$ cat src/rtl/prog_loader_pkg.sv
// Shared types and constants for the 3BC program loader.
package prog_loader_pkg;

  // Loader FSM states
  typedef enum logic [2:0] {
    LO    = 3'd0,
    HI    = 3'd1,
    WRITE = 3'd2,
    START = 3'd3,
    RUN   = 3'd4,
    ERR   = 3'd5
  } state_e;

  // Halt/Ack sentinel; the control unit reserves the same encoding.
  localparam logic [8:0] kAckInstr = 9'h1FF;

endpackage

$ cat src/rtl/prog_loader.sv
// Program loader: packs byte pairs into 9-bit instructions, writes them
// sequentially from address 0, then hands off to the processor via Start/Ack.
module prog_loader
  import prog_loader_pkg::*;
#(
  parameter int A = 10,
  parameter int W = 9
) (
  input  logic         Clk,
  input  logic         Reset,
  input  logic [7:0]   ByteIn,
  input  logic         ByteValid,
  output logic         ByteReady,
  output logic         InstrWrEn,
  output logic [A-1:0] InstrAddr,
  output logic [W-1:0] InstrOut,
  output logic         Start,
  output logic         Done,
  input  logic         Ack,
  output logic         Err
);

  state_e         state_q, state_d;
  logic [A-1:0]   addr_q, addr_d;
  logic [W-1:0]   instr_q, instr_d;
  logic           xfer;

  // Handshake and status outputs are pure state decodes (no extra latency)
  assign ByteReady = (state_q == LO) || (state_q == HI);
  assign InstrWrEn = (state_q == WRITE);
  assign Start     = (state_q == START);
  assign Done      = (state_q == RUN);
  assign Err       = (state_q == ERR);
  assign InstrAddr = addr_q;
  assign InstrOut  = instr_q;
  assign xfer      = ByteValid && ByteReady;

  // Next-state, address and instruction-packing logic
  always_comb begin
    state_d = state_q;
    addr_d  = addr_q;
    instr_d = instr_q;
    unique case (state_q)
      LO: begin
        if (xfer) begin
          instr_d[7:0] = ByteIn;
          state_d      = HI;
        end
      end
      HI: begin
        if (xfer) begin
          // Only bit 0 of the high byte is meaningful; anything else is corrupt
          if (|ByteIn[7:1]) begin
            state_d = ERR;
          end else begin
            instr_d[8] = ByteIn[0];
            state_d    = WRITE;
          end
        end
      end
      WRITE: begin
        // Terminator is written first, then we hand off. A full memory with
        // no terminator yet is an error rather than a wrap.
        if (instr_q == kAckInstr) begin
          state_d = START;
        end else if (addr_q == {A{1'b1}}) begin
          state_d = ERR;
        end else begin
          addr_d  = addr_q + A'(1);
          state_d = LO;
        end
      end
      START: state_d = RUN;
      RUN: begin
        if (Ack) begin
          addr_d  = '0;
          state_d = LO;
        end
      end
      ERR:     state_d = ERR;
      default: state_d = LO;
    endcase
  end

  // State, address and instruction registers
  always_ff @(posedge Clk or negedge Reset) begin
    if (!Reset) begin
      state_q <= LO;
      addr_q  <= '0;
      instr_q <= '0;
    end else begin
      state_q <= state_d;
      addr_q  <= addr_d;
      instr_q <= instr_d;
    end
  end

endmodule

$ cat config.mk
export PLATFORM = sky130hd
export DESIGN_NAME = prog_loader
export DESIGN_NICKNAME = d
export VERILOG_FILES = /design/src/rtl/prog_loader_pkg.sv /design/src/rtl/prog_loader.sv
export SDC_FILE = /design/constraint.sdc
export NUM_CORES = 1
export LEC_CHECK = 0
export CAP_MARGIN = 20
export CORE_AREA = 2 2 54 56
export CTS_CLUSTER_DIAMETER = 200
export DETAILED_ROUTE_END_ITERATION = 12
export DIE_AREA = 0 0 56 58
export PLACE_DENSITY = 0.77
export SYNTH_ARGS = -nofsm -noshare
export SYNTH_HDL_FRONTEND = slang
export SYNTH_SLANG_ARGS = --single-unit
export TNS_END_PERCENT = 30
$ cat constraint.sdc
create_clock -name Clk -period 2.2 [get_ports Clk]
set_clock_uncertainty 0.15 [all_clocks]
set_input_delay 0.44 -clock Clk [delete_from_list [all_inputs] [get_ports Clk]]
set_output_delay 0.44 -clock Clk [all_outputs]
set_load 0.05 [all_outputs]
=== Word-level counts from Yosys, hierarchy flattened ===
Index checks and enable logic that the tools add are counted.

* Bits of input ports: 12
* Flip-flop bits (word level): 22
* Output and inout port bits: 24
* Word-level logic and storage cells: 38

* Equality and inequality tests: 12
* Reduce and logical (&&, ||, !) cells: 9
* Add/sub/neg operators: 1
* Bitwise operators: 1
* Mux-type cells: 11

{| class="wikitable"
|+ Operators with widths
! kind !! number
|-
| 10-bit 2-to-1 mux || 3
|-
| 10-bit case mux with 2 select lines || 1
|-
| 3-bit 2-to-1 mux || 6
|-
| 3-bit case mux with 6 select lines || 1
|-
| 10-bit by 1-bit adder with 10-bit output, second input constant || 1
|-
| 10-bit equality test, second input constant || 1
|-
| 9-bit equality test, second input constant || 1
|-
| 2-bit inequality test, second input constant || 4
|-
| 7-bit OR reduction || 1
|-
| 3-bit by 2-bit equality test with 1-bit output, second input constant || 2
|-
| 3-bit equality test, second input constant || 2
|-
| 3-bit AND reduction || 2
|-
| 4-bit AND reduction || 1
|-
| 3-bit by 1-bit equality test with 1-bit output, second input constant || 1
|-
| 3-bit logical NOT || 1
|-
| 2-bit by 1-bit inequality test with 1-bit output, second input constant || 1
|-
| 2-bit AND reduction || 1
|-
| 2-bit nonzero test || 1
|-
| 1-bit logical AND || 1
|-
| 1-bit logical OR || 1
|-
| 1-bit NOT || 1
|}

=== Logic depth before layout (Yosys ltp) ===
* Depth after elaboration: 5
* Gate-level depth with buffers: 7
* Depth with buffers taken out: 5

=== Least setup slack after synthesis ===
No wires, ideal clock.

* Kind: register -> register
* From: register state_q[1]
* To: register instr_q[0] (netlist: InstrOut[0])
* Buffers on the path: 2
* Cell stages (with the launch flop): 6
* Data arrival time: 2.089 ns
* Slack: -0.163 ns
* Required time: 1.925 ns
* Cell sequence: dfrtp_1 -> buf_4 -> nor2_1 -> and3_1 -> clkbuf_1 -> mux2_2

* Longest elaborated chain between the ends: 4
* Elaborated cells on any way between the ends: 5
* Those cells by class: 1 x eq/ne; 4 x reduce/logical

{| class="wikitable"
|+ RTL lines
! what !! RTL line !! RTL
|-
| start, declared || prog_loader.sv:23 || <nowiki>state_e state_q, state_d;</nowiki>
|-
| start signal, assigned || prog_loader.sv:92 || <nowiki>state_q <= state_d;</nowiki>
|-
| 3-bit by 1-bit equality test with 1-bit output or 3-bit logical NOT (tied branches) || prog_loader.sv:29 || <nowiki>assign ByteReady = (state_q == LO) || (state_q == HI);</nowiki>
|-
| 1-bit logical OR (*) || prog_loader.sv:29 ||
|-
| via ByteReady || prog_loader.sv:13 || <nowiki>output logic ByteReady,</nowiki>
|-
| 1-bit logical AND (*) || prog_loader.sv:36 || <nowiki>assign xfer = ByteValid && ByteReady;</nowiki>
|-
| 2-bit AND reduction (no line) (*) || n/a ||
|-
| end signal, assigned || prog_loader.sv:94 || <nowiki>instr_q <= instr_d;</nowiki>
|-
| end, declared || prog_loader.sv:25 || <nowiki>logic [W-1:0] instr_q, instr_d;</nowiki>
|}

Mark *: on every way through the listed nets, which the timed path passes. The rest lies on a longest branch.
A chain may end at the register's enable or synchronous reset.

=== Worst setup path in the final report ===
* From: register addr_q[6] (netlist: InstrAddr[6])
* To: output InstrAddr[6]

{| class="wikitable"
|+ RTL lines
! what !! RTL line !! RTL
|-
| start, declared || prog_loader.sv:24 || <nowiki>logic [A-1:0] addr_q, addr_d;</nowiki>
|-
| start signal, assigned || prog_loader.sv:93 || <nowiki>addr_q <= addr_d;</nowiki>
|-
| end, declared || prog_loader.sv:15 || <nowiki>output logic [A-1:0] InstrAddr,</nowiki>
|}

No word-level cell between the ends.

==> results.json <==
{
  "status": "finished, final reports clean",
  "grt_pass1_wl_um": 4910,
  "dieArea_um2": 3250,
  "cts_sinks": 22,
  "syn_inst": 117,
  "drive_gt1_share_pct": 20.9,
  "dr_total_vias": 1065,
  "syn_area_um2": 1190,
  "criticalPathCategory": "reg -> out",
  "ys_seq_area_share_pct": 46.4,
  "cts_made_buffers": 3,
  "io-pin-count": 36,
  "power_leakage_nw": 0.759,
  "hold_buffers": 0,
  "min_path_type": "in -> async",
  "yosys_register_bits": 22,
  "insertion_delay_ns": 0.30,
  "slew_violations": 0,
  "cap_violations": 0,
  "grt_overflow_total": 0,
  "h-tree-depth": 1,
  "slowest_stage": "clkdlybuf4s50_1",
  "dp_hpwl_um": 2120,
  "die_y_um": 58,
  "fin_setup_tns_ns": 0,
  "detail-route-antenna-nets": 0,
  "cts.clk_slew.worst_paths_ns": 0.12,
  "route.detailed.drc": 0,
  "synth_cell_types": 35,
  "area_growth_pct": 40.1,
  "relSlewSlack_pct": 47.1,
  "setup_violations": 0,
  "grt_use_total_pct": 19.4,
  "drt_wl_total_um": 2900,
  "finalCriticalPeriod_ns": 2.14,
  "power_frac_comb_pct": 51.7,
  "fin_nets": 173,
  "synth_area_per_cell_um2": 10.1,
  "cp_max_fo": 5,
  "postSynth.asyncResetShare_pct": 100,
  "multi_input_area_um2": 584,
  "port_buffers": 35,
  "hold_viol_final": 0,
  "p_int_mw": 0.885,
  "power_switching_mw": 0.787,
  "clk_path_buf_depth": 2,
  "fin_crit_sh_pct": 97.2,
  "drt_iter0_markers": 10,
  "die_width_um": 56,
  "cp_top_family": "buffers and inverters",
  "cts_tree": "done",
  "design.core.area_um2": 2660,
  "crit_chain": "clkdlybuf4s50_1",
  "cp_num_buf_inv": 1,
  "power_frac_seq_pct": 37.1,
  "firstDrtPassIters": 4,
  "initial_core_util_pct": 44.6,
  "fin_cells": 189,
  "cp-end-kind": "output pin",
  "p_clk_share_pct": 11.2,
  "vias_per_cell": 5.63,
  "n_antenna_cell": 0,
  "peakVddDrop_mv": 0.956,
  "syn-num-nets": 130,
  "detail_route.wl_per_cell_um": 15.3,
  "cts_setup_buffers": 0,
  "dp_cells": 186,
  "start_kind": "flop",
  "gp_congestion": 0.754,
  "rsz0062_at_grt": "no",
  "regArea_um2": 551,
  "fmaxAchievable_mhz": 468,
  "max_stage_delay_ns": 0.82,
  "worstMarginPinSlew_ns": 0.788,
  "grt_max_degree": 23,
  "synth_edf_count": 0,
  "yosys_most_used_dff": "dfrtp_1",
  "crit_arrival_ns": 1.55,
  "cts-resized-gates": 0,
  "cp.required_ns": 1.61,
  "root_buffer": "clkbuf_4",
  "grt_antenna_before_repair": 0,
  "netSwitchingFraction_pct": 47.1,
  "row_count": 19,
  "power.density_nw_per_um2": 1000,
  "fillers": 224,
  "yosys_warnings": 0,
  "first_global_vias": 1090
}
[per-layer routing]
layer / vias to the layer above / part of all wire [%] / track usage, %
met4: 0 / 0.45 / 7.48
met1: 516 / 42 / 22.1
li1: 515 / - / -
met3: 2 / 6.6 / 4.02
met5: - / 0 / 0
met2: 32 / 51 / 35.6
[registers in the layout, indices dropped and copies added (netlist names)]
name,flops
InstrAddr,10
InstrOut,9
state_q,3
[power groups by stage]
stage	clock network, mW	registers [mW]	logic [mW]
2_1_floorplan	0	0.959	0.194
3_3_place_gp	0	0.621	0.858
3_5_place_dp	0	0.627	0.864
4_1_cts	0.195	0.620	0.871
5_1_grt	0.210	0.633	0.905
6_report	0.187	0.620	0.865
[cells in the mapped netlist, types with 3 or more instances]
cell	count	area share [%]
dfrtp_1	22	46
nand2_1	11	3.5
mux2_2	9	8.5
nor2_1	6	1.9
mux2i_1	5	4.2
o31ai_1	5	3.2
or4_1	5	3.2
inv_1	4	1.3
nand2b_1	4	2.1
nand3_1	4	1.7
nand4_1	4	2.1
a21boi_1	3	1.9
a21oi_1	3	1.3
clkbuf_1	3	0.95
nor4_1	3	1.6
o21ai_0	3	1.3
[per-stage QoR]
step / total power, mW / worst slack (ns) / hold slack (ns) / instance area [um^2] / util, %
2_1_floorplan: 1.15 / 0.0646 / -0.00559 / 1190 / -
3_3_place_gp: 1.48 / -0.162 / 0.368 / 1630 / 61.3
3_5_place_dp: 1.49 / -0.162 / 0.385 / 1630 / 61.3
4_1_cts: 1.69 / 0.0106 / 0.318 / 1650 / 62.1
5_1_grt: 1.75 / 0.00276 / 0.337 / 1660 / 62.5
6_report: 1.67 / 0.0625 / 0.321 / 1660 / 62.5
[logic make-up after synthesis]
family | synth area share, %
flops | 46.4
compound gates | 12.1
buf+inv | 4.64
mux | 12.8
simple gates | 23.1
fa+ha+maj | 1.05
[final timing paths]
check / from / to / slack, ns / depth (start not counted)
max: InstrAddr[6]$_DFFE_PN0P_ / InstrAddr[6] / 0.06 / 1
min: Reset / InstrAddr[9]$_DFFE_PN0P_ / 0.32 / 2
max reg2reg: state_q[0]$_DFFE_PN0P_ / InstrAddr[8]$_DFFE_PN0P_ / 0.15 / 5
min reg2reg: InstrAddr[9]$_DFFE_PN0P_ / InstrAddr[9]$_DFFE_PN0P_ / 0.40 / 1
max in group asynchronous: Reset / InstrAddr[8]$_DFFE_PN0P_ / 1.35 / 2
min in group Clk: InstrAddr[9]$_DFFE_PN0P_ / InstrAddr[9]$_DFFE_PN0P_ / 0.40 / 1
[cell usage in the layout (no fill, tap or decap), types with 4 or more instances in the layout]
| cell type | synthesis | layout |
|---|---|---|
| nand3_1 | 4 | 4 |
| dfrtp_1 | 22 | 22 |
| or4_1 | 5 | 5 |
| inv_1 | 4 | 4 |
| nand2b_1 | 4 | 4 |
| buf_4 | 1 | 13 |
| nand2_1 | 11 | 11 |
| mux2_2 | 9 | 9 |
| nand4_1 | 4 | 4 |
| o31ai_1 | 5 | 5 |
| clkdlybuf4s50_1 | 0 | 24 |
| mux2i_1 | 5 | 5 |
| nor2_1 | 6 | 5 |
| dlymetal6s2s_1 | 0 | 4 |
[layout make-up]
type / count / area share [%]
inverter: 5 / 1.20
multi-input combinational: 84 / 35.1
tap: 31 / 2.33
sequential: 22 / 33.1
timing repair buffer: 44 / 26.9
clock buffer: 3 / 1.35
(Power assumes the default switching activity.)
